[src/rtl/mem_lsu_pkg.sv]
// Shared types and constants for the load/store unit.
// Holds the FSM state enum, RV32I func3 size encodings and byte-enable width.
// Also provides the access-size helper used by the optional misalignment trap.
package mem_lsu_pkg;

  typedef enum logic [1:0] {
    ST_IDLE = 2'd0,
    ST_REQ  = 2'd1,
    ST_DONE = 2'd2
  } lsu_state_t;

  localparam logic [2:0] F3_B  = 3'b000;
  localparam logic [2:0] F3_H  = 3'b001;
  localparam logic [2:0] F3_W  = 3'b010;
  localparam logic [2:0] F3_BU = 3'b100;
  localparam logic [2:0] F3_HU = 3'b101;

  localparam int BE_W = 4;

  // True when the access size needs more alignment than the low address bits give.
  // Stores only know SB/SH; every other store encoding is a full word.
  function automatic logic misaligned(input logic       is_store,
                                      input logic [2:0] f3,
                                      input logic [1:0] lo);
    logic is_byte;
    logic is_half;
    is_byte = is_store ? (f3 == F3_B) : ((f3 == F3_B) || (f3 == F3_BU));
    is_half = is_store ? (f3 == F3_H) : ((f3 == F3_H) || (f3 == F3_HU));
    if (is_byte)      return 1'b0;
    else if (is_half) return lo[0];
    else              return (lo != 2'b00);
  endfunction

endpackage

[src/rtl/mem_lsu_align.sv]
// Lane logic: store byte enables + replicated write data, load lane select + extension.
// Latency: purely combinational.
// Backpressure: none; the parent decides when outputs are sampled.
module lsu_align
  import mem_lsu_pkg::*;
#(
  parameter int DATA_W = 32
) (
  input  logic              is_store_i,
  input  logic [2:0]        func3_i,
  input  logic [1:0]        addr_lo_i,
  input  logic [DATA_W-1:0] wdata_i,
  input  logic [DATA_W-1:0] rdata_i,
  output logic [BE_W-1:0]   be_o,
  output logic [DATA_W-1:0] wdata_o,
  output logic [DATA_W-1:0] ld_data_o
);

  logic [7:0]  byte_sel;
  logic [15:0] half_sel;

  assign byte_sel = rdata_i[8*addr_lo_i +: 8];
  assign half_sel = addr_lo_i[1] ? rdata_i[31:16] : rdata_i[15:0];

  // Store side: enables follow the addressed lane, data is replicated to every lane.
  always_comb begin
    be_o    = 4'b1111;
    wdata_o = wdata_i;
    if (is_store_i) begin
      case (func3_i)
        F3_B: begin
          be_o    = 4'b0001 << addr_lo_i;
          wdata_o = {4{wdata_i[7:0]}};
        end
        F3_H: begin
          be_o    = addr_lo_i[1] ? 4'b1100 : 4'b0011;
          wdata_o = {2{wdata_i[15:0]}};
        end
        default: begin
          be_o    = 4'b1111;
          wdata_o = wdata_i;
        end
      endcase
    end
  end

  // Load side: pick the lane and extend; unknown encodings behave as LW.
  always_comb begin
    ld_data_o = rdata_i;
    case (func3_i)
      F3_B:    ld_data_o = {{(DATA_W-8){byte_sel[7]}}, byte_sel};
      F3_H:    ld_data_o = {{(DATA_W-16){half_sel[15]}}, half_sel};
      F3_BU:   ld_data_o = {{(DATA_W-8){1'b0}}, byte_sel};
      F3_HU:   ld_data_o = {{(DATA_W-16){1'b0}}, half_sel};
      default: ld_data_o = rdata_i;
    endcase
  end

endmodule

[src/rtl/mem_lsu.sv]
// Load/store unit: one word-aligned bus transaction per MEM-stage access, optional MEM_LSU_MISALIGN_TRAP_EN.
// Latency: >=3 cycles request to stall release (capture, REQ, DONE); timeout after MAX_WAIT REQ cycles.
// Backpressure: lsu_stall holds the pipeline from request until DONE; bus waits on mem_ready.
module mem_lsu
  import mem_lsu_pkg::*;
#(
  parameter int DATA_W     = 32,
  parameter int DM_ADDRESS = 9,
  parameter int MAX_WAIT   = 15
) (
  input  logic                  clk,
  input  logic                  reset,
  input  logic                  MemRead,
  input  logic                  MemWrite,
  input  logic [DM_ADDRESS-1:0] addr,
  input  logic [DATA_W-1:0]     wr_data,
  input  logic [2:0]            func3,
  output logic [DATA_W-1:0]     rd_data,
  output logic                  lsu_stall,
  output logic                  mem_req,
  output logic                  mem_we,
  output logic [DM_ADDRESS-1:0] mem_addr,
  output logic [DATA_W-1:0]     mem_wdata,
  output logic [BE_W-1:0]       mem_be,
  input  logic                  mem_ready,
  input  logic [DATA_W-1:0]     mem_rdata,
  output logic                  timeout_err,
  output logic                  misalign_err
);

  localparam int CNT_W = $clog2(MAX_WAIT + 1);

  lsu_state_t state_q, state_d;
  logic [CNT_W-1:0]      cnt_q, cnt_d;
  logic                  we_q;
  logic                  both_q;
  logic [2:0]            func3_q;
  logic [1:0]            addr_lo_q;
  logic [DM_ADDRESS-1:0] mem_addr_q;
  logic [DATA_W-1:0]     mem_wdata_q;
  logic [BE_W-1:0]       mem_be_q;
  logic [DATA_W-1:0]     rd_data_q;
  logic                  timeout_q;
  logic                  misalign_q;

  logic                  access_vld;
  logic                  in_idle;
  logic                  timeout_hit;
  logic                  misalign_hit;
  logic                  sel_store;
  logic [2:0]            sel_func3;
  logic [1:0]            sel_addr_lo;
  logic [BE_W-1:0]       al_be;
  logic [DATA_W-1:0]     al_wdata;
  logic [DATA_W-1:0]     al_ld;

  assign access_vld  = MemRead | MemWrite;
  assign in_idle     = (state_q == ST_IDLE);
  assign timeout_hit = (state_q == ST_REQ) && !mem_ready && (cnt_q == CNT_W'(MAX_WAIT - 1));

`ifdef MEM_LSU_MISALIGN_TRAP_EN
  assign misalign_hit = misaligned(MemWrite, func3, addr[1:0]);
`else
  assign misalign_hit = 1'b0;
`endif

  // The aligner sees live inputs while capturing and the held request while waiting on the bus.
  assign sel_store   = in_idle ? MemWrite  : we_q;
  assign sel_func3   = in_idle ? func3     : func3_q;
  assign sel_addr_lo = in_idle ? addr[1:0] : addr_lo_q;

  lsu_align #(.DATA_W(DATA_W)) u_align (
    .is_store_i (sel_store),
    .func3_i    (sel_func3),
    .addr_lo_i  (sel_addr_lo),
    .wdata_i    (wr_data),
    .rdata_i    (mem_rdata),
    .be_o       (al_be),
    .wdata_o    (al_wdata),
    .ld_data_o  (al_ld)
  );

  // State register and wait counter.
  always_ff @(posedge clk) begin
    if (reset) begin
      state_q <= ST_IDLE;
      cnt_q   <= '0;
    end else begin
      state_q <= state_d;
      cnt_q   <= cnt_d;
    end
  end

  // Next state: DONE always returns to IDLE so a lingering request is not re-issued.
  always_comb begin
    state_d = state_q;
    cnt_d   = '0;
    case (state_q)
      ST_IDLE: begin
        if (access_vld) state_d = misalign_hit ? ST_DONE : ST_REQ;
      end
      ST_REQ: begin
        cnt_d = cnt_q + 1'b1;
        if (mem_ready || timeout_hit) state_d = ST_DONE;
      end
      ST_DONE: state_d = ST_IDLE;
      default: state_d = ST_IDLE;
    endcase
  end

  // Outputs decoded from state; stall also covers the capture cycle in IDLE.
  always_comb begin
    lsu_stall = 1'b0;
    mem_req   = 1'b0;
    case (state_q)
      ST_IDLE: lsu_stall = access_vld;
      ST_REQ: begin
        lsu_stall = 1'b1;
        mem_req   = 1'b1;
      end
      default: begin
        lsu_stall = 1'b0;
        mem_req   = 1'b0;
      end
    endcase
  end

  // Request capture, load result and one-cycle error pulses (visible in DONE).
  always_ff @(posedge clk) begin
    if (reset) begin
      we_q        <= 1'b0;
      both_q      <= 1'b0;
      func3_q     <= '0;
      addr_lo_q   <= '0;
      mem_addr_q  <= '0;
      mem_wdata_q <= '0;
      mem_be_q    <= '0;
      rd_data_q   <= '0;
      timeout_q   <= 1'b0;
      misalign_q  <= 1'b0;
    end else begin
      timeout_q  <= 1'b0;
      misalign_q <= 1'b0;
      if (in_idle && access_vld) begin
        we_q        <= MemWrite;
        both_q      <= MemRead & MemWrite;
        func3_q     <= func3;
        addr_lo_q   <= addr[1:0];
        mem_addr_q  <= {addr[DM_ADDRESS-1:2], 2'b00};
        mem_wdata_q <= al_wdata;
        mem_be_q    <= al_be;
        if (misalign_hit) begin
          rd_data_q  <= '0;
          misalign_q <= 1'b1;
        end
      end else if (state_q == ST_REQ) begin
        if (mem_ready) begin
          if (!we_q)       rd_data_q <= al_ld;
          else if (both_q) rd_data_q <= '0;
        end else if (timeout_hit) begin
          rd_data_q <= '0;
          timeout_q <= 1'b1;
        end
      end
    end
  end

  assign rd_data      = rd_data_q;
  assign mem_we       = we_q;
  assign mem_addr     = mem_addr_q;
  assign mem_wdata    = mem_wdata_q;
  assign mem_be       = mem_be_q;
  assign timeout_err  = timeout_q;
  assign misalign_err = misalign_q;

endmodule

[config.mk]
export PLATFORM = sky130hd
export DESIGN_NAME = mem_lsu
export DESIGN_NICKNAME = d
export VERILOG_FILES = /design/src/rtl/mem_lsu_pkg.sv /design/src/rtl/mem_lsu_align.sv /design/src/rtl/mem_lsu.sv
export SDC_FILE = /design/constraint.sdc
export NUM_CORES = 1
export LEC_CHECK = 0
export ABC_CLOCK_PERIOD_IN_PS = 4850
export BUFFER_PORTS_ARGS = -buffer_cell sky130_fd_sc_hd__buf_4
export CAP_MARGIN = 5
export CORE_MARGIN = 8
export CORE_UTILIZATION = 53
export DETAILED_ROUTE_END_ITERATION = 10
export PLACE_DENSITY_LB_ADDON = 0.05
export REMOVE_ABC_BUFFERS = 1
export SYNTH_ARGS = -nofsm -noshare
export SYNTH_HDL_FRONTEND = slang
export SYNTH_SLANG_ARGS = --single-unit
[constraint.sdc]
create_clock -name clk -period 4.85 [get_ports clk]
set_input_delay 0.2425 -clock clk [delete_from_list [all_inputs] [get_ports clk]]
set_output_delay 0.2425 -clock clk [all_outputs]
set_load 0.02 [all_outputs]
Yosys cells after proc, flatten, opt, wreduce, memory -nomap -nowiden

Index checks and enable logic that the tools add are counted.

Add/sub/neg operators: 1
Equal/unequal tests: 8
Shifts and indexed selects: 2
Multiplexer cells: 20
Bitwise logic cells: 4
Reduce and logical (&&, ||, !) cells: 12

Operators with widths:

| operator              | count |
|---|---|
| $mux W32              | 5 |
| $pmux W32 S4          | 1 |
| $pmux W32 S2          | 1 |
| $shiftx A32 B6 Y8     | 1 |
| $mux W16              | 1 |
| $mux W4               | 2 |
| $pmux W4 S2           | 1 |
| $eq A3 B3 Y1 const B  | 2 |
| $mux W2               | 3 |
| $add A4 B1 Y4 const B | 1 |
| $eq A4 B4 Y1 const B  | 1 |
| $ne A2 B2 Y1 const B  | 2 |
| $pmux W2 S2           | 1 |
| $reduce_and A4 Y1     | 1 |
| $reduce_or A4 Y1      | 1 |
| $shl A1 B2 Y4 const A | 1 |
| $eq A3 B1 Y1 const B  | 1 |
| $logic_and A1 B1 Y1   | 3 |
| $logic_not A3 Y1      | 1 |
| $mux W1               | 3 |
| $mux W3               | 1 |
| $ne A3 B2 Y1 const B  | 1 |
| $eq A2 B1 Y1 const B  | 1 |
| $logic_not A2 Y1      | 1 |
| 9 further kinds       | 10 |

Register bits after elaboration: 89
Output and inout port bits: 82
Logic and storage cells: 58

Longest topological paths before layout

Depth in word-level cells: 6
Depth in mapped cells: 8
Gate-level depth less buffers: 7

Hierarchy

Synthesis repeated with hierarchy kept, for this count alone.

Cells, all modules: 577
Area, all modules: 4,636.9 um2

Modules (own cells, without submodules):

| module    | times used | cells an instance | area each (um2) | seq. area each (um2) |
|---|---|---|---|---|
| mem_lsu   | 1          | 399               | 3,498.4         | 1,781.7 |
| lsu_align | 1          | 178               | 1,138.6         | 0.0 |

Least setup slack after synthesis

OpenSTA, ideal clock, no wires.

Path kind: register to register
Start: register cnt_q[0]
End: register rd_data_q[16], in the netlist rd_data[16]
Library setup time: 0.060 ns
Arrival time: 1.821 ns
Data required time: 4.790 ns
Path slack: 2.970 ns
Cell stages (with the launch flop): 9
Path through: dfxtp_1 -> inv_1 -> ha_1 -> a31oi_1 -> nand3b_1 -> nor2b_1 -> buf_1 -> clkbuf_1 -> a221o_1

Longest elaborated chain between the ends: 4

Ends and longest elaborated chain:

| element                             | line           | source |
|---|---|---|
| start: declaration                  | mem_lsu.sv:34  | `logic [CNT_W-1:0] cnt_q, cnt_d;` |
| start signal: assignment            | mem_lsu.sv:90  | `cnt_q <= cnt_d;` |
| $eq A4 B4 Y1                        | mem_lsu.sv:59  | `assign timeout_hit = (state_q == ST_REQ) && !mem_ready && (cnt_q == CNT_W'(MAX_WAIT - 1));` |
| $logic_and A1 B1 Y1                 | mem_lsu.sv:59  |  |
| $reduce_bool A2 Y1 (no source line) | -              |  |
| $reduce_and A4 Y1 (no source line)  | -              |  |
| end signal: assignment              | mem_lsu.sv:158 | `if (!we_q) rd_data_q <= al_ld;` |
| end: declaration                    | mem_lsu.sv:42  | `logic [DATA_W-1:0] rd_data_q;` |

No other way between the ends.
A chain may end at the register's enable or synchronous reset.

Worst setup path after layout

Start: register state_q[0]
End: register mem_wdata_q[23], in the netlist mem_wdata[23]

Longest elaborated chain between the ends: 5
Elaborated cells between the ends (all ways): 8

Ends and longest elaborated chain:

| element                                          | line                | source |
|---|---|---|
| start: declaration                               | mem_lsu.sv:33       | `lsu_state_t state_q, state_d;` |
| start signal: assignment                         | mem_lsu.sv:89       | `state_q <= state_d;` |
| $logic_not A2 Y1 *                               | mem_lsu.sv:58       | `assign in_idle = (state_q == ST_IDLE);` |
| $mux W3                                          | mem_lsu.sv:69       | `assign sel_func3 = in_idle ? func3 : func3_q;` |
| $eq A3 B1 Y1 or $logic_not A3 Y1 (tied branches) | mem_lsu_align.sv:30 | `case (func3_i)` |
| $pmux W32 S2                                     | mem_lsu_align.sv:30 |  |
| $mux W32                                         | mem_lsu_align.sv:29 | `if (is_store_i) begin` |
| end signal: assignment                           | mem_lsu.sv:150      | `mem_wdata_q <= al_wdata;` |
| end: declaration                                 | mem_lsu.sv:40       | `logic [DATA_W-1:0] mem_wdata_q;` |

Mark *: on every way between the ends. The rest lies on a longest branch, timed or not.

==> out/qor.csv <==
stage,metric,value,unit
drt,drt wl/cell,18.4,um
layout,# nets final,701,
synth,cell area after synthesis,4220,sq um
global_route,GR peak layer,met2,
synth,Synth top area share,0.423,
sta,Slew headroom,0.214,
synth,most frequent cell after synthesis,dfxtp_1,
worst_setup_path,CP Class,register to register,
floorplanning,Die Wd,105,um
synth,Synth Warn #,0,
floorplanning,die area,11100,sq um
sta,"Min Clock Period, post-route",3.07,ns
layout,Final Util,0.718,
place,PortBufs,159,
sta,part of the cycle the worst path needs,0.632,
global_route,met1 usage,0.298,
synth,cell accounting for the most synthesized area,dfxtp_1,
clock_network,Clock transition at path regs,0.09,ns
drt,Residual DRC,0,
sta,Slew Limit Fails,0,
layout,share of cells above drive strength 1,0.324,
floorplanning,initial core utilization,0.546,
synth,Post-Syn Instances,486,
layout,Layout Area Growth over Synthesis,31.5,%
drt,first drt pass iteration count,5,
global_route,total gr overflow,0,
worst_setup_path,Worst EP required,5.12,ns
synth,async set-reset flop share out of synthesis,0,
global_route,first-pass GRT wire length,21.2,mm
clock_network,"Clk Latency, worst-skew pair",0.36,ns
layout,register area,1780,sq um
synth,sequential share of the synthesized area,0.423,
drt,Iter 0 DRT Violations,258,
layout,multi-input logic area,2220,sq um
synth,most frequent cells after synthesis,"dfxtp_1 (89), nand2_1 (88), a21oi_1 (48)",
drt,vias per inst,5.90,
sta,Final setup violation count,0,
sta,final hold violation count,0,
clock_network,post-cts resize count,0,
floorplanning,row count,32,
hold_path,Worst Hold Class,primary input to register,
floorplanning,Core Region,7730,sq um
hold_path,hold depth,2,
global_route,vias in the first global route,4118,
sta,clock skew,0.0178,ns
worst_setup_path,worst-path fanout max,26,
clock_network,clk sink count,89,
global_route,largest net degree at the start of global routing,72,
clock_network,H-tree depth,3,
worst_setup_path,Worst Path Arrival,3.33,ns
global_route,met2 usage,0.367,
floorplanning,num ports,163,
synth,synth unique cells,57,
sta,RSZ-0062 raised after global routing,false,
layout,Fill cells,637,
power,Leak,2.37,nW
place,Post-DP HPWL,9.59,mm
synth,syn_area_per_cell,8.68,sq um
sta,setup_tns,0,ns
synth,Synth Register Bits,89,
global_route,met3 Use GR,0.0571,
synth,ys flop type,dfxtp_1,
run_status,status,"complete, no violations",
floorplanning,die height,105,um
worst_setup_path,Worst setup SP type,register,
place,GP Congestion,0.897,
layout,ant diodes,0,
global_route,gr usage total,0.229,
sta,maximum clock frequency,326,MHz
drt,vias,4277,
global_route,initial antenna violation count,0,
power,Peak supply drop,0.000195,V
clock_network,setup bufs post-CTS,0,
clock_network,CTS tree,done,
worst_setup_path,Crit. End Element,register,
job,number of max-cap violations,0,
synth,number of flops mapped to enable cells by yosys,0,
drt,Antenna Nets Post-Route,0,
clock_network,total CTS buffers,9,
clock_network,Root Buffer,clkbuf_8,
drt,routed wire length,13.4,mm
sta,Slew @ Worst Pin,1.18,ns
clock_network,hold buffers post-CTS,0,
clock_network,maximum clock insertion buffer count,2,
worst_setup_path,worst r2r path cells,5,
synth,top post-synthesis cells by area,"dfxtp_1 (42%), nand2_1 (7.8%), a21oi_1 (5.7%)",
power,pwr dens,337,nW/um^2
per-layer routing:
layer | wire, um | up-vias
li1 | - | 2072
met1 | 5970 | 2024
met2 | 6320 | 165
met3 | 877 | 16
met4 | 195 | 0
met5 | 0 | -
cell type report:
class,instances,area share
Sequential cell,89,0.321
Inverter,2,0.00135
Clock buffer,10,0.0248
Multi-Input combinational cell,355,0.400
Clock inverter,6,0.0120
Timing Repair Buffer,161,0.218
Tap cell,102,0.0230
cell families after synthesis:
family / after synthesis / share of synthesized area
simple gates: 168 / 0.191
compound gates: 163 / 0.277
flops: 89 / 0.423
buf+inv: 44 / 0.0558
mux: 17 / 0.0430
fa+ha+maj: 2 / 0.00593
xor+xnor: 2 / 0.00416
other cells: 1 / 0.000889
path summary, 6_finish.rpt:
path,end,slack (ns),from
setup / recovery,mem_wdata[23],1.78,state_q[0]
hold / removal,timeout_err,0.1,mem_ready
setup reg to reg,mem_wdata[23],1.78,state_q[0]
hold reg to reg,mem_wdata[14],0.46,mem_wdata[14]
sequential cells by signal, summed over array words and instances (netlist names):
name         flops
addr_lo_q        2
both_q           1
cnt_q            4
func3_q          3
mem_addr         7
mem_be           4
mem_wdata       32
mem_we           1
rd_data         32
state_q          2
timeout_err      1
stage by stage:
stage          area (sq um)  cells  setup slack, ns  total power, mW  hold WS (ns)
5_1_grt                5550    725             1.48             1.95        0.0920
6_report               5550    725             1.78             1.87        0.0994
2_1_floorplan          4000    446             2.23             1.13         0.310
3_5_place_dp           5340    709             1.80             1.35         0.445
4_1_cts                5550    725             1.80             1.87        0.0929
3_3_place_gp           5340    709             1.94             1.34         0.435
where the power goes:
group          internal (mW)  switching [mW]  leakage [nW]  total (mW)
Sequential             0.789          0.0390         0.730       0.828
Combinational          0.211           0.300          1.53       0.512
Clock                  0.254           0.277         0.107       0.532
Total                   1.25           0.616          2.37        1.87
critical path: stages, from the launching register on:
cell and delay [ns]:
dfxtp_1 0.63, nor2_1 0.32, o31ai_2 0.76, and2_1 0.85, nand2_1 0.16, a311oi_2 0.27
placed cells by master (no fill, tap or decap), types with 2 or more instances in the layout:
cell	count
mux2_2	9
nor3_1	6
nand4_1	8
and3_1	3
o21a_1	2
a221o_1	16
buf_4	161
nand3b_1	2
a21oi_1	48
clkbuf_8	10
conb_1	3
o211a_1	7
and2_1	2
a221oi_1	15
clkinv_4	2
a311oi_1	8
nor2b_1	2
a311oi_2	2
dfxtp_1	89
o21ai_0	21
nand3_1	16
inv_1	2
or3b_2	2
ha_1	2
nand2_1	88
o22ai_1	7
a21boi_0	2
clkinv_2	2
nor2_1	23
a211oi_1	8
o211ai_1	16
mux2i_1	8
nand2b_1	2
and4_1	2
Power figures use the tool's default switching activity.
